**src/rtl/hilo_pkg.sv**
```systemverilog
// Shared definitions for the HI/LO register unit: widths, select encodings
// and the write-source enumeration.
package hilo_pkg;

  localparam int WORD_W       = 32;
  localparam int PEND_MAX_DEF = 7;
  localparam int PEND_W       = 3;

  localparam logic HILO_SEL_LO = 1'b0;
  localparam logic HILO_SEL_HI = 1'b1;

  typedef enum logic [1:0] {
    SRC_NONE,
    SRC_MUL,
    SRC_DIV,
    SRC_MT
  } hilo_src_e;

endpackage

```
**src/rtl/hilo_if.sv**
```systemverilog
// Bundle of every HI/LO unit signal except clock and reset. The master side
// is the pipeline that issues operations; the slave side is hilo_unit.
interface hilo_if
  import hilo_pkg::*;
#(
  parameter int WORD_W = hilo_pkg::WORD_W
);

  logic              flush;
  logic              mul_issue;
  logic              mul_valid;
  logic [WORD_W-1:0] mul_hi;
  logic [WORD_W-1:0] mul_lo;
  logic              div_issue;
  logic              div_valid;
  logic [WORD_W-1:0] div_q;
  logic [WORD_W-1:0] div_r;
  logic              mt_en;
  logic              mt_sel;
  logic [WORD_W-1:0] mt_data;
  logic              mf_req;
  logic              mf_sel;

  logic              issue_ready;
  logic              mt_ready;
  logic              mf_ready;
  logic [WORD_W-1:0] mf_data;
  logic [WORD_W-1:0] hi;
  logic [WORD_W-1:0] lo;
  logic [PEND_W-1:0] pend_cnt;
  logic              order_err;

  modport master (
    output flush,
    output mul_issue, mul_valid, mul_hi, mul_lo,
    output div_issue, div_valid, div_q, div_r,
    output mt_en, mt_sel, mt_data,
    output mf_req, mf_sel,
    input  issue_ready, mt_ready, mf_ready, mf_data,
    input  hi, lo, pend_cnt, order_err
  );

  modport slave (
    input  flush,
    input  mul_issue, mul_valid, mul_hi, mul_lo,
    input  div_issue, div_valid, div_q, div_r,
    input  mt_en, mt_sel, mt_data,
    input  mf_req, mf_sel,
    output issue_ready, mt_ready, mf_ready, mf_data,
    output hi, lo, pend_cnt, order_err
  );

endinterface

```
**src/rtl/hilo_pend_ctr.sv**
```systemverilog
// Outstanding mul/div bookkeeping: counts issues against result strobes,
// gates new issues at the limit and flags ordering violations.
module hilo_pend_ctr
  import hilo_pkg::*;
#(
  parameter int PEND_MAX = PEND_MAX_DEF
) (
  input  logic              clk,
  input  logic              reset,
  input  logic              flush,
  input  logic              mul_issue,
  input  logic              div_issue,
  input  logic              mul_valid,
  input  logic              div_valid,
  output logic [PEND_W-1:0] pend_cnt,
  output logic              issue_ready,
  output logic              res_ok,
  output logic              err_set
);

  logic              issue_req;
  logic              issue_ok;
  logic              any_valid;
  logic              dual_valid;
  logic              cnt_zero;
  logic [PEND_W-1:0] dec;
  logic [PEND_W-1:0] after_dec;
  logic [PEND_W-1:0] cnt_nxt;

  assign issue_req   = mul_issue || div_issue;
  assign any_valid   = mul_valid || div_valid;
  assign dual_valid  = mul_valid && div_valid;
  assign cnt_zero    = (pend_cnt == '0);
  assign issue_ready = (pend_cnt != PEND_W'(PEND_MAX));

  // A flush kills both sides of the accounting for this cycle.
  assign issue_ok = issue_req && issue_ready && !flush;
  assign res_ok   = any_valid && !cnt_zero && !flush;

  // NOTE: every always_comb output gets a default first so no path leaves it
  // unassigned, which would otherwise infer a latch.
  always_comb begin
    dec = '0;
    if (res_ok) dec = dual_valid ? PEND_W'(2) : PEND_W'(1);
  end

  // Saturate against the old count first, then add the new issue, so a
  // stray strobe cannot swallow a same-cycle issue.
  assign after_dec = (dec > pend_cnt) ? '0 : pend_cnt - dec;
  assign cnt_nxt   = flush ? '0 : after_dec + PEND_W'(issue_ok);

  assign err_set = !flush && ((issue_req && !issue_ready) ||
                              (any_valid && cnt_zero)     ||
                              dual_valid);

  // NOTE: sequential state uses non-blocking assignments so every register
  // samples the pre-edge values regardless of statement order.
  always_ff @(posedge clk) begin
    if (reset) pend_cnt <= '0;
    else       pend_cnt <= cnt_nxt;
  end

endmodule

```
**src/rtl/hilo_unit.sv**
```systemverilog
// Architectural HI/LO registers with MUL/DIV/MT write paths and zero-latency
// forwarding onto the MF read port.
module hilo_unit
  import hilo_pkg::*;
#(
  parameter int WORD_W   = hilo_pkg::WORD_W,
  parameter int PEND_MAX = PEND_MAX_DEF
) (
  input  logic  clk,
  input  logic  reset,
  hilo_if.slave bus
);

  logic [WORD_W-1:0] hi_q;
  logic [WORD_W-1:0] lo_q;
  logic [WORD_W-1:0] hi_nxt;
  logic [WORD_W-1:0] lo_nxt;
  logic [PEND_W-1:0] pend_cnt;
  logic              order_err_q;
  logic              res_ok;
  logic              err_set;
  logic              mt_ok;
  hilo_src_e         src;

  hilo_pend_ctr #(
    .PEND_MAX (PEND_MAX)
  ) u_pend_ctr (
    .clk         (clk),
    .reset       (reset),
    .flush       (bus.flush),
    .mul_issue   (bus.mul_issue),
    .div_issue   (bus.div_issue),
    .mul_valid   (bus.mul_valid),
    .div_valid   (bus.div_valid),
    .pend_cnt    (pend_cnt),
    .issue_ready (bus.issue_ready),
    .res_ok      (res_ok),
    .err_set     (err_set)
  );

  assign bus.mt_ready = (pend_cnt == '0);
  assign mt_ok        = bus.mt_en && bus.mt_ready && !bus.flush;

  // On a double strobe the MUL result wins; the DIV result is dropped.
  always_comb begin
    src = SRC_NONE;
    if (res_ok)     src = bus.mul_valid ? SRC_MUL : SRC_DIV;
    else if (mt_ok) src = SRC_MT;
  end

  always_comb begin
    hi_nxt = hi_q;
    lo_nxt = lo_q;
    unique case (src)
      SRC_MUL: begin
        hi_nxt = bus.mul_hi;
        lo_nxt = bus.mul_lo;
      end
      SRC_DIV: begin
        hi_nxt = bus.div_r;
        lo_nxt = bus.div_q;
      end
      SRC_MT: begin
        if (bus.mt_sel == HILO_SEL_HI) hi_nxt = bus.mt_data;
        else                           lo_nxt = bus.mt_data;
      end
      default: ;
    endcase
  end

  // Reading the next-state value gives result > MT > stored priority for free.
  assign bus.mf_ready = bus.mf_req &&
                        ((pend_cnt == '0) || ((pend_cnt == PEND_W'(1)) && res_ok));
  assign bus.mf_data  = !bus.mf_ready ? '0 :
                        (bus.mf_sel == HILO_SEL_HI) ? hi_nxt : lo_nxt;

  always_ff @(posedge clk) begin
    if (reset) begin
      hi_q        <= '0;
      lo_q        <= '0;
      order_err_q <= 1'b0;
    end else begin
      hi_q <= hi_nxt;
      lo_q <= lo_nxt;
      if (err_set) order_err_q <= 1'b1;
    end
  end

  assign bus.hi        = hi_q;
  assign bus.lo        = lo_q;
  assign bus.pend_cnt  = pend_cnt;
  assign bus.order_err = order_err_q;

endmodule
```
**src/flat_wrapper.sv**
```systemverilog
// flat-port wrapper written by rule: the top's interface ports become plain ports
module hilo_unit_flat import hilo_pkg::*;
#(
  parameter int WORD_W   = hilo_pkg::WORD_W,
  parameter int PEND_MAX = PEND_MAX_DEF
)
  (clk, reset, bus_flush, bus_mul_issue, bus_mul_valid, bus_mul_hi, bus_mul_lo, bus_div_issue, bus_div_valid, bus_div_q, bus_div_r, bus_mt_en, bus_mt_sel, bus_mt_data, bus_mf_req, bus_mf_sel, bus_issue_ready, bus_mt_ready, bus_mf_ready, bus_mf_data, bus_hi, bus_lo, bus_pend_cnt, bus_order_err);
  hilo_if #(.WORD_W(WORD_W)) bus_i ();
  input  logic clk;
  input  logic reset;
  input wire logic [$bits(bus_i.flush)-1:0] bus_flush;
  input wire logic [$bits(bus_i.mul_issue)-1:0] bus_mul_issue;
  input wire logic [$bits(bus_i.mul_valid)-1:0] bus_mul_valid;
  input wire logic [$bits(bus_i.mul_hi)-1:0] bus_mul_hi;
  input wire logic [$bits(bus_i.mul_lo)-1:0] bus_mul_lo;
  input wire logic [$bits(bus_i.div_issue)-1:0] bus_div_issue;
  input wire logic [$bits(bus_i.div_valid)-1:0] bus_div_valid;
  input wire logic [$bits(bus_i.div_q)-1:0] bus_div_q;
  input wire logic [$bits(bus_i.div_r)-1:0] bus_div_r;
  input wire logic [$bits(bus_i.mt_en)-1:0] bus_mt_en;
  input wire logic [$bits(bus_i.mt_sel)-1:0] bus_mt_sel;
  input wire logic [$bits(bus_i.mt_data)-1:0] bus_mt_data;
  input wire logic [$bits(bus_i.mf_req)-1:0] bus_mf_req;
  input wire logic [$bits(bus_i.mf_sel)-1:0] bus_mf_sel;
  output wire logic [$bits(bus_i.issue_ready)-1:0] bus_issue_ready;
  output wire logic [$bits(bus_i.mt_ready)-1:0] bus_mt_ready;
  output wire logic [$bits(bus_i.mf_ready)-1:0] bus_mf_ready;
  output wire logic [$bits(bus_i.mf_data)-1:0] bus_mf_data;
  output wire logic [$bits(bus_i.hi)-1:0] bus_hi;
  output wire logic [$bits(bus_i.lo)-1:0] bus_lo;
  output wire logic [$bits(bus_i.pend_cnt)-1:0] bus_pend_cnt;
  output wire logic [$bits(bus_i.order_err)-1:0] bus_order_err;
  assign bus_i.flush = bus_flush;
  assign bus_i.mul_issue = bus_mul_issue;
  assign bus_i.mul_valid = bus_mul_valid;
  assign bus_i.mul_hi = bus_mul_hi;
  assign bus_i.mul_lo = bus_mul_lo;
  assign bus_i.div_issue = bus_div_issue;
  assign bus_i.div_valid = bus_div_valid;
  assign bus_i.div_q = bus_div_q;
  assign bus_i.div_r = bus_div_r;
  assign bus_i.mt_en = bus_mt_en;
  assign bus_i.mt_sel = bus_mt_sel;
  assign bus_i.mt_data = bus_mt_data;
  assign bus_i.mf_req = bus_mf_req;
  assign bus_i.mf_sel = bus_mf_sel;
  assign bus_issue_ready = bus_i.issue_ready;
  assign bus_mt_ready = bus_i.mt_ready;
  assign bus_mf_ready = bus_i.mf_ready;
  assign bus_mf_data = bus_i.mf_data;
  assign bus_hi = bus_i.hi;
  assign bus_lo = bus_i.lo;
  assign bus_pend_cnt = bus_i.pend_cnt;
  assign bus_order_err = bus_i.order_err;
  hilo_unit #(.WORD_W(WORD_W), .PEND_MAX(PEND_MAX)) u_core (.clk(clk), .reset(reset), .bus(bus_i));
endmodule
```
**config.mk**
```make
export PLATFORM = sky130hd
export DESIGN_NAME = hilo_unit_flat
export DESIGN_NICKNAME = d
export VERILOG_FILES = /design/src/rtl/hilo_pkg.sv /design/src/rtl/hilo_if.sv /design/src/rtl/hilo_pend_ctr.sv /design/src/rtl/hilo_unit.sv /design/src/flat_wrapper.sv
export SDC_FILE = /design/constraint.sdc
export NUM_CORES = 1
export LEC_CHECK = 0
export ABC_CLOCK_PERIOD_IN_PS = 6300
export CORE_MARGIN = 8
export CORE_UTILIZATION = 42
export CTS_BUF_LIST = sky130_fd_sc_hd__clkbuf_4 sky130_fd_sc_hd__clkbuf_8 sky130_fd_sc_hd__clkbuf_16
export CTS_CLUSTER_SIZE = 10
export DETAILED_ROUTE_END_ITERATION = 10
export PLACE_DENSITY = 0.91
export REMOVE_ABC_BUFFERS = 1
export SYNTH_ARGS = -nofsm -noshare
export SYNTH_HDL_FRONTEND = slang
export SYNTH_HIERARCHICAL = 1
export SYNTH_SLANG_ARGS = --single-unit
```
**constraint.sdc**
```tcl
create_clock -name clk -period 6.3 [get_ports clk]
set_clock_uncertainty 0.2 [all_clocks]
set_input_delay 1.575 -clock clk [delete_from_list [all_inputs] [get_ports clk]]
set_output_delay 1.575 -clock clk [all_outputs]
set_load 0.01 [all_outputs]
```
==> results of run 1 <==
==> stage by stage <==
| step | total power (uW) | std cells | setup WS, ns |
|---|---|---|---|
| after floorplan | 740 | 496 | -1.95 |
| after detailed placement | 1070 | 928 | 0.476 |
| after global routing | 1610 | 943 | 0.286 |
| after global placement | 1050 | 928 | 0.547 |
| after CTS | 1550 | 943 | 0.456 |
| final | 1540 | 943 | 0.429 |
==> logic make-up after synthesis <==
| logic type | synth area share |
|---|---|
| AND/OR/NAND/NOR | 0.210 |
| AO/OA/AOI/OAI | 0.217 |
| multiplexers | 0.203 |
| flip-flops | 0.285 |
| buffers and inverters | 0.0670 |
| adder cells (fa/ha/maj) | 0.0147 |
| XOR/XNOR | 0.00366 |
==> state kept, by name, summed over array words and instances (netlist names) <==
name                        cells
u_core/bus.hi                  32
u_core/bus.lo                  32
u_core/bus.order_err            1
u_core/u_pend_ctr/pend_cnt      3
==> path summary, 6_finish.rpt <==
| check | endpoint | depth (start not counted) | start | slack (ns) |
|---|---|---|---|---|
| worst min register to register | u_core/bus.order_err | 2 | u_core/bus.order_err | 0.30 |
| worst min-delay path | u_core/bus.order_err | 2 | u_core/bus.order_err | 0.30 |
| worst max-delay path | bus_mf_data[20] | 8 | bus_flush | 0.43 |
| worst max register to register | u_core/u_pend_ctr/pend_cnt[2] | 11 | u_core/u_pend_ctr/pend_cnt[2] | 3.42 |
==> power groups by stage <==
| stage | clock, uW | sequential (uW) | combinational [uW] |
|---|---|---|---|
| after floorplan | 0 | 514 | 225 |
| after CTS | 486 | 491 | 569 |
| after global routing | 507 | 496 | 609 |
| final | 479 | 492 | 571 |
| after global placement | 0 | 498 | 550 |
| after detailed placement | 0 | 500 | 565 |
==> per-layer routing <==
layer,vias to the layer above,share of wire
met4,0,0.034
met3,56,0.11
met2,315,0.50
met5,-,0
li1,2558,-
met1,2636,0.36
==> tightest hold or removal path: cells and delay by family, from the launching register on <==
family        cells  cell delay [ns]
flops             1             0.33
simple gates      2             0.13
==> layout make-up <==
cell class	instances	area (um2)	area share
multi-input combinational	424	3130	0.400
timing repair buffer	289	2860	0.365
sequential	68	1360	0.174
clock buffer	13	268	0.0342
tap	143	179	0.0229
inverter	4	15.0	0.00192
clock inverter	2	10.0	0.00128
==> layout by cell type, fill, tap and decap left out, types with 2 or more instances in the layout <==
cell / n
sky130_fd_sc_hd__and2_1: 3
sky130_fd_sc_hd__a32o_1: 32
sky130_fd_sc_hd__o21ai_0: 33
sky130_fd_sc_hd__a41oi_1: 32
sky130_fd_sc_hd__a22oi_1: 32
sky130_fd_sc_hd__dfxtp_1: 68
sky130_fd_sc_hd__nor2_1: 70
sky130_fd_sc_hd__clkbuf_8: 2
sky130_fd_sc_hd__nor3_1: 3
sky130_fd_sc_hd__buf_4: 16
sky130_fd_sc_hd__mux2i_1: 97
sky130_fd_sc_hd__inv_1: 3
sky130_fd_sc_hd__ha_1: 4
sky130_fd_sc_hd__clkdlybuf4s50_1: 271
sky130_fd_sc_hd__clkinv_2: 2
sky130_fd_sc_hd__or3_1: 2
sky130_fd_sc_hd__nor2b_4: 2
sky130_fd_sc_hd__nor2b_1: 35
sky130_fd_sc_hd__nand2_1: 34
sky130_fd_sc_hd__clkbuf_16: 9
sky130_fd_sc_hd__clkbuf_4: 2
sky130_fd_sc_hd__and3b_1: 32
sky130_fd_sc_hd__xnor2_1: 2
==> metrics.txt, run 1 <==
# TYPE chip_impl_metric gauge
chip_impl_info{name="status",value="finished clean"} 1
chip_impl_metric{name="total_leakage_power",unit="uW"} 0.00307
chip_impl_metric{name="design.die.area",unit="mm2"} 0.0151
chip_impl_metric{name="floorplan.core_area",unit="mm2"} 0.0113
chip_impl_info{name="worstHoldPathType",value="reg -> reg"} 1
chip_impl_metric{name="synth_largest_type_area_fraction",unit=""} 0.285
chip_impl_metric{name="post_route_clock_period_utilization",unit=""} 0.932
chip_impl_metric{name="fillerInstances",unit=""} 865
chip_impl_metric{name="antenna_cells",unit=""} 0
chip_impl_metric{name="antenna_found_initial",unit=""} 0
chip_impl_metric{name="count_of_vias_placed_by_the_detailed_router",unit=""} 5565
chip_impl_metric{name="count_of_h_tree_levels_built_during_cts",unit=""} 3
chip_impl_info{name="leading_cell_type_by_number_of_instances_after_synthesis",value="sky130_fd_sc_hd__mux2i_1"} 1
chip_impl_metric{name="postSynthRegisterBits",unit=""} 68
chip_impl_metric{name="first_global_vias",unit=""} 5910
chip_impl_metric{name="synthesis.instances",unit=""} 558
chip_impl_metric{name="power_switching",unit="uW"} 468
chip_impl_metric{name="fin_util",unit=""} 0.694
chip_impl_metric{name="worst-endpoint-required",unit="ns"} 4.53
chip_impl_metric{name="cts-root-to-sink-buffers",unit=""} 2
chip_impl_metric{name="final_layout_size_suffix_gt1_frac",unit=""} 0.0525
chip_impl_metric{name="flow.area_growth_from_synthesis",unit="%"} 63.5
chip_impl_metric{name="cts_made_buffers",unit=""} 9
chip_impl_metric{name="final_design_area_no_fill",unit="mm2"} 0.00782
chip_impl_metric{name="share_of_synthesized_area_occupied_by_flip_flops_and_latches",unit=""} 0.285
chip_impl_metric{name="finalNetCount",unit=""} 972
chip_impl_metric{name="cts_repair_resize_count",unit=""} 0
chip_impl_metric{name="crit_buf_inv",unit=""} 3
chip_impl_info{name="busiest_layer",value="met2"} 1
chip_impl_metric{name="drt_drc_violations_left",unit=""} 0
chip_impl_metric{name="die_boundary_height",unit="um"} 123
chip_impl_metric{name="clk_pin_slew_worst_paths",unit="ns"} 0.06
chip_impl_metric{name="max_cap_viol_count",unit=""} 0
chip_impl_info{name="tritoncts",value="yes"} 1
chip_impl_metric{name="initial_core_util",unit=""} 0.424
chip_impl_metric{name="synth_edf_count",unit=""} 0
chip_impl_metric{name="grt_overflow_total",unit=""} 0
chip_impl_metric{name="holdBufCountCts",unit=""} 0
chip_impl_info{name="synthDominantAreaCellType",value="sky130_fd_sc_hd__dfxtp_1"} 1
chip_impl_info{name="cpLargestDelayFamily",value="buffers and inverters"} 1
chip_impl_metric{name="worst_ir_drop_on_vdd",unit="mV"} 0.101
chip_impl_metric{name="largest_net_degree_at_the_start_of_global_routing",unit=""} 90
chip_impl_metric{name="hold_viol",unit=""} 0
chip_impl_metric{name="power.share.switching",unit=""} 0.304
chip_impl_metric{name="port_buffer_count",unit=""} 273
chip_impl_info{name="classification_of_the_worst_setup_path",value="in -> out"} 1
chip_impl_metric{name="post_dp_cell_area",unit="mm2"} 0.00754
chip_impl_info{name="cp_slowest_cell",value="sky130_fd_sc_hd__clkdlybuf4s50_1"} 1
chip_impl_metric{name="fraction_of_power_consumed_by_sequential_logic",unit=""} 0.319
chip_impl_metric{name="drtAntennaViolNets",unit=""} 0
chip_impl_metric{name="timing.final.crit_period",unit="ns"} 5.87
chip_impl_metric{name="clock_sinks",unit=""} 68
chip_impl_info{name="critPathCaptureType",value="output port"} 1
chip_impl_metric{name="dpl.hpwl",unit="um"} 15400
chip_impl_metric{name="finalSetupTns",unit="ns"} 0
chip_impl_info{name="grt_setup_unrepaired",value="false"} 1
chip_impl_metric{name="combPwrFrac",unit=""} 0.370
chip_impl_info{name="synth.top_cells.by_count",value="97 x sky130_fd_sc_hd__mux2i_1, 70 x sky130_fd_sc_hd__nor2_1, 68 x sky130_fd_sc_hd__dfxtp_1, 44 x sky130_fd_sc_hd__clkbuf_1, 37 x sky130_fd_sc_hd__nor2b_1"} 1
chip_impl_metric{name="ioPinCount",unit=""} 274
chip_impl_metric{name="detailedRoute.firstPassIterationCount",unit=""} 5
chip_impl_metric{name="worst-endpoint-arrival",unit="ns"} 4.10
chip_impl_metric{name="max_transition_margin",unit=""} 0.214
chip_impl_metric{name="route.final.wire_length",unit="um"} 20200
chip_impl_metric{name="synth_cell_type_count",unit=""} 33
chip_impl_metric{name="use_met2",unit=""} 0.450
chip_impl_metric{name="max_slew.worst_pin.slew",unit="ns"} 1.18
chip_impl_info{name="timing.critical_path.cells",value="clkdlybuf4s50_1 -> nor2_1 -> o21a_4 -> buf_4 -> nor2_1 -> mux2i_1 -> a32o_1 -> clkdlybuf4s50_1"} 1
chip_impl_metric{name="drt_first_iter_violations",unit=""} 481
chip_impl_metric{name="clock_latency",unit="ns"} 0.32
chip_impl_metric{name="place_congestion",unit=""} 0.878
chip_impl_metric{name="grt_use_met1",unit=""} 0.279
chip_impl_metric{name="synthArstFlopShare",unit=""} 0
chip_impl_metric{name="post_drt_wl_per_cell",unit="um"} 21.5
chip_impl_metric{name="vias_per_std_cell",unit=""} 5.90
chip_impl_metric{name="core.rowCount",unit=""} 39
chip_impl_metric{name="power_density",unit="mW/mm2"} 197
chip_impl_metric{name="syn_avg_cell_area",unit="um2"} 8.57
chip_impl_metric{name="track_usage",unit=""} 0.257
chip_impl_info{name="critical_path.startpoint_type",value="primary input"} 1
chip_impl_metric{name="final-max-slew-violation-count",unit=""} 0
chip_impl_metric{name="max_freq",unit="MHz"} 170
chip_impl_metric{name="finalSetupViolCount",unit=""} 0
chip_impl_metric{name="grt_util_met3",unit=""} 0.0837
chip_impl_metric{name="syn-cell-area",unit="mm2"} 0.00478
chip_impl_info{name="clockRootBuffer",value="sky130_fd_sc_hd__clkbuf_16"} 1
chip_impl_metric{name="number_of_synthesis_warnings",unit=""} 6
chip_impl_metric{name="pwr-share-clk",unit=""} 0.311
chip_impl_metric{name="post-cts-setup-buffers",unit=""} 0
chip_impl_metric{name="die_w",unit="um"} 123
chip_impl_metric{name="p_int",unit="uW"} 1070
chip_impl_metric{name="cp_max_fo",unit=""} 71
chip_impl_info{name="netlist_top_cells_area",value="sky130_fd_sc_hd__dfxtp_1 28%, sky130_fd_sc_hd__mux2i_1 20%, sky130_fd_sc_hd__a32o_1 6.7%"} 1
chip_impl_metric{name="first_pass_grt_wire_length",unit="um"} 30800
chip_impl_info{name="ys_dominant_reg_cell",value="sky130_fd_sc_hd__dfxtp_1"} 1
chip_impl_metric{name="worst_hold_slack",unit="ns"} 0.297
chip_impl_metric{name="slowest_delay",unit="ns"} 0.56
No activity file was read; power rests on OpenSTA's default activity.
==> run 2: changes to the inputs <==
CORE_UTILIZATION = 36   (was 42)
PLACE_DENSITY = 0.81   (was 0.91)
==> run 2 against run 1 <==
Effect of this change:
- register-to-register slack improved by 0.02 ns
- via count down 2.4%
- clock power shrank 4.6%
- sequential cell count unchanged
- clock-buffer cell count did not move
- final cell count grew 3.3%
- combinational power about the same
- maximum frequency increased by 1.0%
- critical path type unchanged
- largest cell class unchanged
- largest power group unchanged
==> metrics.txt, run 2 (same netlist as run 1, synthesis figures left out) <==
# TYPE chip_impl_metric gauge
chip_impl_metric{name="max_cap_viol_count",unit=""} 0
chip_impl_metric{name="grt_util_met3",unit=""} 0.0640
chip_impl_metric{name="reg2reg_depth",unit=""} 11
chip_impl_info{name="status",value="finished clean"} 1
chip_impl_metric{name="worst_ir_drop_on_vdd",unit="mV"} 0.101
chip_impl_metric{name="antenna_cells",unit=""} 0
chip_impl_info{name="tritoncts",value="yes"} 1
chip_impl_metric{name="cts_made_buffers",unit=""} 9
chip_impl_metric{name="drtAntennaViolNets",unit=""} 0
chip_impl_metric{name="final-max-slew-violation-count",unit=""} 0
chip_impl_metric{name="max_slew.worst_pin.slew",unit="ns"} 1.21
chip_impl_info{name="layout.cells.most_common_list",value="271 x sky130_fd_sc_hd__clkdlybuf4s50_1, 97 x sky130_fd_sc_hd__mux2i_1, 70 x sky130_fd_sc_hd__nor2_1"} 1
chip_impl_metric{name="p_total",unit="uW"} 1520
chip_impl_info{name="classification_of_the_worst_setup_path",value="in -> out"} 1
chip_impl_metric{name="vias_per_std_cell",unit=""} 5.58
chip_impl_info{name="critical_path.endpoint",value="bus_mf_data[28]"} 1
chip_impl_metric{name="r2r_slack",unit="ns"} 3.44
chip_impl_metric{name="max_transition_margin",unit=""} 0.193
chip_impl_metric{name="post_drt_wl_per_cell",unit="um"} 20.7
chip_impl_metric{name="grt_overflow_total",unit=""} 0
chip_impl_metric{name="finalNetCount",unit=""} 972
chip_impl_metric{name="holdBufCountCts",unit=""} 0
chip_impl_metric{name="power_density",unit="mW/mm2"} 193
chip_impl_metric{name="place_congestion",unit=""} 0.869
chip_impl_info{name="layout.cells.most_common",value="sky130_fd_sc_hd__clkdlybuf4s50_1"} 1
chip_impl_info{name="grt_setup_unrepaired",value="false"} 1
chip_impl_metric{name="first_pass_grt_wire_length",unit="um"} 30800
chip_impl_metric{name="cp_max_fo",unit=""} 32
chip_impl_info{name="critical_path.startpoint_type",value="primary input"} 1
chip_impl_metric{name="cts-root-to-sink-buffers",unit=""} 2
chip_impl_metric{name="count_of_vias_placed_by_the_detailed_router",unit=""} 5433
chip_impl_info{name="worstHoldPathType",value="reg -> reg"} 1
chip_impl_info{name="busiest_layer",value="met2"} 1
chip_impl_metric{name="worst-endpoint-required",unit="ns"} 4.53
chip_impl_metric{name="final_critical_path_setup_slack",unit="ns"} 0.489
chip_impl_metric{name="initial_core_util",unit=""} 0.365
chip_impl_info{name="reg2reg_to",value="u_core/u_pend_ctr/pend_cnt[2]"} 1
chip_impl_metric{name="die_boundary_height",unit="um"} 131
chip_impl_metric{name="dpl.hpwl",unit="um"} 15200
chip_impl_metric{name="drt_drc_violations_left",unit=""} 0
chip_impl_metric{name="flow.area_growth_from_synthesis",unit="%"} 64.7
chip_impl_metric{name="post-cts-setup-buffers",unit=""} 0
chip_impl_metric{name="ioPinCount",unit=""} 274
chip_impl_metric{name="antenna_found_initial",unit=""} 0
chip_impl_metric{name="count_of_h_tree_levels_built_during_cts",unit=""} 3
chip_impl_metric{name="fillerInstances",unit=""} 1112
chip_impl_info{name="critPathCaptureType",value="output port"} 1
chip_impl_metric{name="worst-endpoint-arrival",unit="ns"} 4.04
chip_impl_metric{name="detailedRoute.firstPassIterationCount",unit=""} 5
chip_impl_metric{name="clock_sinks",unit=""} 68
chip_impl_info{name="cp-startpoint",value="bus_flush"} 1
chip_impl_metric{name="max_freq",unit="MHz"} 172
chip_impl_metric{name="core.rowCount",unit=""} 42
chip_impl_metric{name="track_usage",unit=""} 0.222
chip_impl_metric{name="drt_first_iter_violations",unit=""} 321
chip_impl_info{name="clockRootBuffer",value="sky130_fd_sc_hd__clkbuf_16"} 1
chip_impl_metric{name="post_route_clock_period_utilization",unit=""} 0.922
chip_impl_metric{name="use_met2",unit=""} 0.390
chip_impl_metric{name="design.die.area",unit="mm2"} 0.0172
chip_impl_metric{name="hold_viol",unit=""} 0
chip_impl_metric{name="largest_net_degree_at_the_start_of_global_routing",unit=""} 86
chip_impl_metric{name="dp_slack",unit="ns"} 0.509
chip_impl_metric{name="clk_pin_slew_worst_paths",unit="ns"} 0.05
chip_impl_metric{name="die_w",unit="um"} 131
chip_impl_metric{name="cts_repair_resize_count",unit=""} 0
chip_impl_metric{name="route.final.wire_length",unit="um"} 20200
chip_impl_metric{name="dp.cells",unit=""} 961
chip_impl_metric{name="finalSetupViolCount",unit=""} 0
chip_impl_metric{name="first_global_vias",unit=""} 5599
chip_impl_metric{name="fin_util",unit=""} 0.602
chip_impl_metric{name="clock_latency",unit="ns"} 0.34
chip_impl_metric{name="grt_use_met1",unit=""} 0.246
chip_impl_metric{name="port_buffer_count",unit=""} 273
chip_impl_metric{name="fin_cells",unit=""} 974
chip_impl_metric{name="total_leakage_power",unit="uW"} 0.00307
chip_impl_metric{name="worst_hold_slack",unit="ns"} 0.286
chip_impl_info{name="reg2reg_from",value="u_core/u_pend_ctr/pend_cnt[2]"} 1
chip_impl_metric{name="final_layout_size_suffix_gt1_frac",unit=""} 0.0501
chip_impl_metric{name="floorplan.core_area",unit="mm2"} 0.0131
chip_impl_metric{name="timing.final.crit_period",unit="ns"} 5.81
[run 2: per-stage QoR]
| step | TNS [ns] | area, um2 |
|---|---|---|
| floorplan | -62.49 | 4480 |
| global placement | 0 | 7620 |
| detailed placement | 0 | 7620 |
| CTS | 0 | 7880 |
| global route | 0 | 7880 |
| finish | 0 | 7880 |
[run 2: layout make-up]
type | instances | area [um2] | area share
clock buffer | 13 | 255 | 0.0324
sequential | 68 | 1360 | 0.173
timing repair buffer | 289 | 2900 | 0.368
inverter | 4 | 15.0 | 0.00191
tap | 176 | 220 | 0.0280
multi-input combinational | 424 | 3130 | 0.397
[run 2: worst min-delay path by stage]
stage	from	end	cells past startpoint
after floorplan	u_core/bus.order_err	u_core/bus.order_err	2
after global placement	u_core/bus.order_err	u_core/bus.order_err	2
after detailed placement	u_core/bus.order_err	u_core/bus.order_err	2
after CTS	u_core/bus.order_err	u_core/bus.order_err	2
after global routing	u_core/bus.order_err	u_core/bus.order_err	2
final	u_core/bus.order_err	u_core/bus.order_err	2
[run 2: power by group]
| part | switching, uW | internal (uW) | total [uW] |
|---|---|---|---|
| combinational | 258 | 313 | 571 |
| clock | 180 | 277 | 457 |
| sequential | 20.2 | 469 | 489 |
| total | 458 | 1060 | 1520 |
[run 2: critical path: stages]
cell                              delay (ns)
sky130_fd_sc_hd__clkdlybuf4s50_1        0.44
sky130_fd_sc_hd__nor2_1                 0.18
sky130_fd_sc_hd__o21a_4                 0.20
sky130_fd_sc_hd__nor2b_1                0.06
sky130_fd_sc_hd__nor4b_2                0.28
sky130_fd_sc_hd__and2_1                 0.17
sky130_fd_sc_hd__buf_4                  0.36
sky130_fd_sc_hd__a32o_1                 0.21
sky130_fd_sc_hd__clkdlybuf4s50_1        0.54
[run 2: metal layers]
| layer | vias to the layer above | share of wire |
|---|---|---|
| met3 | 31 | 0.085 |
| li1 | 2561 | - |
| met4 | 0 | 0.027 |
| met5 | - | 0 |
| met2 | 250 | 0.49 |
| met1 | 2591 | 0.40 |
==> run 3: changes to the inputs <==
CAP_MARGIN = 20   (was default)
==> run 3 against run 2 <==
Effect of this change:
- final cell count grew 0.10%
- clock-buffer cell count shrank 1
- die area unchanged
- global-route usage shrank 0.16 points
- hold slack improved by 0.0051 ns
- routed wire length down 0.51%
- sequential cell count did not move
- power is 0.52% lower
- maximum frequency shrank 0.21%
- clock power decreased by 2%
- critical endpoint is now bus_mf_data[5]
- largest cell class unchanged
- largest power group unchanged
==> metrics.txt, run 3 (same netlist as run 1, synthesis figures left out) <==
# TYPE chip_impl_metric gauge
chip_impl_info{name="status",value="finished clean"} 1
chip_impl_metric{name="reg2reg_depth",unit=""} 11
chip_impl_metric{name="count_of_vias_placed_by_the_detailed_router",unit=""} 5479
chip_impl_metric{name="design.die.area",unit="mm2"} 0.0172
chip_impl_metric{name="pwr-share-clk",unit=""} 0.298
chip_impl_metric{name="post-cts-setup-buffers",unit=""} 0
chip_impl_metric{name="die_boundary_height",unit="um"} 131
chip_impl_info{name="reg2reg_to",value="u_core/u_pend_ctr/pend_cnt[2]"} 1
chip_impl_metric{name="port_buffer_count",unit=""} 273
chip_impl_info{name="grt_setup_unrepaired",value="false"} 1
chip_impl_info{name="clockRootBuffer",value="sky130_fd_sc_hd__clkbuf_16"} 1
chip_impl_info{name="tritoncts",value="yes"} 1
chip_impl_metric{name="post_drt_wl_per_cell",unit="um"} 20.6
chip_impl_metric{name="post_dp_cell_area",unit="mm2"} 0.00764
chip_impl_metric{name="cts_repair_resize_count",unit=""} 0
chip_impl_metric{name="drt_drc_violations_left",unit=""} 0
chip_impl_metric{name="combPwrFrac",unit=""} 0.378
chip_impl_metric{name="fraction_of_power_consumed_by_sequential_logic",unit=""} 0.324
chip_impl_metric{name="fin_util",unit=""} 0.604
chip_impl_metric{name="detailedRoute.firstPassIterationCount",unit=""} 5
chip_impl_info{name="timing.critical_path.cells",value="clkdlybuf4s50_1 -> nor2_1 -> o21a_4 -> nor2b_1 -> nor4b_2 -> and2_1 -> buf_4 -> a32o_1 -> clkdlybuf4s50_1"} 1
chip_impl_metric{name="worst_hold_slack",unit="ns"} 0.292
chip_impl_info{name="critical_path.endpoint",value="bus_mf_data[5]"} 1
chip_impl_info{name="critPathMostFrequentCell",value="sky130_fd_sc_hd__clkdlybuf4s50_1"} 1
chip_impl_metric{name="finalNetCount",unit=""} 973
chip_impl_metric{name="drtAntennaViolNets",unit=""} 0
chip_impl_metric{name="max_slew.worst_pin.slew",unit="ns"} 0.655
chip_impl_info{name="classification_of_the_worst_setup_path",value="in -> out"} 1
chip_impl_metric{name="clk_pin_slew_worst_paths",unit="ns"} 0.05
chip_impl_metric{name="max_freq",unit="MHz"} 172
chip_impl_metric{name="worst-endpoint-arrival",unit="ns"} 4.05
chip_impl_metric{name="track_usage",unit=""} 0.220
chip_impl_metric{name="first_pass_grt_wire_length",unit="um"} 30900
chip_impl_metric{name="dpl.hpwl",unit="um"} 15400
chip_impl_metric{name="drt_first_iter_violations",unit=""} 362
chip_impl_metric{name="clock_latency",unit="ns"} 0.33
chip_impl_metric{name="first_global_vias",unit=""} 5633
chip_impl_metric{name="final-max-slew-violation-count",unit=""} 0
chip_impl_info{name="critical_path.startpoint_type",value="primary input"} 1
chip_impl_info{name="layout.cells.most_common",value="sky130_fd_sc_hd__clkdlybuf4s50_1"} 1
chip_impl_metric{name="largest_net_degree_at_the_start_of_global_routing",unit=""} 86
chip_impl_info{name="cp_slowest_cell",value="sky130_fd_sc_hd__clkdlybuf4s50_1"} 1
chip_impl_metric{name="count_of_h_tree_levels_built_during_cts",unit=""} 3
chip_impl_metric{name="place_congestion",unit=""} 0.869
chip_impl_metric{name="power.share.switching",unit=""} 0.298
chip_impl_metric{name="max_transition_margin",unit=""} 0.563
chip_impl_metric{name="max_cap_viol_count",unit=""} 0
chip_impl_metric{name="flow.area_growth_from_synthesis",unit="%"} 65.1
chip_impl_metric{name="total_leakage_power",unit="uW"} 0.00308
chip_impl_metric{name="grt_overflow_total",unit=""} 0
chip_impl_metric{name="die_w",unit="um"} 131
chip_impl_metric{name="final_design_area_no_fill",unit="mm2"} 0.00790
chip_impl_metric{name="post_route_clock_period_utilization",unit=""} 0.924
chip_impl_metric{name="slowest_delay",unit="ns"} 0.54
chip_impl_metric{name="hold_viol",unit=""} 0
chip_impl_metric{name="ioPinCount",unit=""} 274
chip_impl_info{name="layout.cells.most_common_list",value="271 x sky130_fd_sc_hd__clkdlybuf4s50_1, 97 x sky130_fd_sc_hd__mux2i_1, 70 x sky130_fd_sc_hd__nor2_1"} 1
chip_impl_metric{name="worst_ir_drop_on_vdd",unit="mV"} 0.0924
chip_impl_metric{name="floorplan.core_area",unit="mm2"} 0.0131
chip_impl_metric{name="clock_sinks",unit=""} 68
chip_impl_metric{name="power_switching",unit="uW"} 450
chip_impl_info{name="worstHoldPathType",value="reg -> reg"} 1
chip_impl_metric{name="cts-root-to-sink-buffers",unit=""} 2
chip_impl_metric{name="timing.final.crit_period",unit="ns"} 5.82
chip_impl_metric{name="core.rowCount",unit=""} 42
chip_impl_info{name="critPathCaptureType",value="output port"} 1
chip_impl_metric{name="worst-endpoint-required",unit="ns"} 4.53
chip_impl_metric{name="route.final.wire_length",unit="um"} 20100
chip_impl_info{name="reg2reg_from",value="u_core/u_pend_ctr/pend_cnt[2]"} 1
chip_impl_metric{name="vias_per_std_cell",unit=""} 5.62
chip_impl_metric{name="antenna_found_initial",unit=""} 0
chip_impl_info{name="cp-startpoint",value="bus_flush"} 1
chip_impl_metric{name="cts_made_buffers",unit=""} 9
chip_impl_metric{name="p_int",unit="uW"} 1060
chip_impl_metric{name="finalSetupViolCount",unit=""} 0
chip_impl_metric{name="initial_core_util",unit=""} 0.365
chip_impl_metric{name="cp_max_fo",unit=""} 32
chip_impl_metric{name="r2r_slack",unit="ns"} 3.43
chip_impl_metric{name="power_density",unit="mW/mm2"} 191
chip_impl_metric{name="final_layout_size_suffix_gt1_frac",unit=""} 0.0501
chip_impl_metric{name="holdBufCountCts",unit=""} 0
[run 3: critical path: cells and delay by family]
family,cells,cell delay (ns)
buf+inv,3,1.35
compound gates,2,0.42
simple gates,4,0.69
[run 3: power groups by stage]
stage	Sequential (uW)	Clock, uW	Combinational (uW)
6_report	490	449	571
5_1_grt	494	479	610
4_1_cts	490	465	573
3_5_place_dp	498	0	570
3_3_place_gp	496	0	559
2_1_floorplan	514	0	225
[run 3: final cells by class]
| cell class | count | area [um2] |
|---|---|---|
| Antenna cell | 1 | 2.50 |
| Multi-Input combinational cell | 424 | 3130 |
| Clock buffer | 12 | 254 |
| Timing Repair Buffer | 290 | 2920 |
| Inverter | 4 | 15.0 |
| Tap cell | 176 | 220 |
| Sequential cell | 68 | 1360 |
| Fill cell | 1103 | 5190 |
[run 3: worst min-delay path by stage]
stage | cells past startpoint | endpoint | from | slack [ns]
floorplan | 2 | u_core/bus.order_err | u_core/bus.order_err | 0.30
global placement | 2 | u_core/bus.order_err | u_core/bus.order_err | 0.26
detailed placement | 2 | u_core/bus.order_err | u_core/bus.order_err | 0.28
CTS | 2 | u_core/bus.order_err | u_core/bus.order_err | 0.30
global route | 2 | u_core/bus.order_err | u_core/bus.order_err | 0.31
finish | 2 | u_core/bus.order_err | u_core/bus.order_err | 0.29
[run 3: stage by stage]
| step | cells | power [uW] | setup TNS [ns] | setup WS [ns] |
|---|---|---|---|---|
| floorplan | 496 | 740 | -62.49 | -1.95 |
| global placement | 961 | 1060 | 0 | 0.545 |
| detailed placement | 962 | 1070 | 0 | 0.505 |
| CTS | 974 | 1530 | 0 | 0.479 |
| global route | 974 | 1580 | 0 | 0.323 |
| finish | 975 | 1510 | 0 | 0.477 |
[run 3: per-layer routing]
layer,part of all wire,GRT usage
met4,0.028,0.0906
met2,0.50,0.394
met5,0,0
met3,0.084,0.0644
met1,0.39,0.238
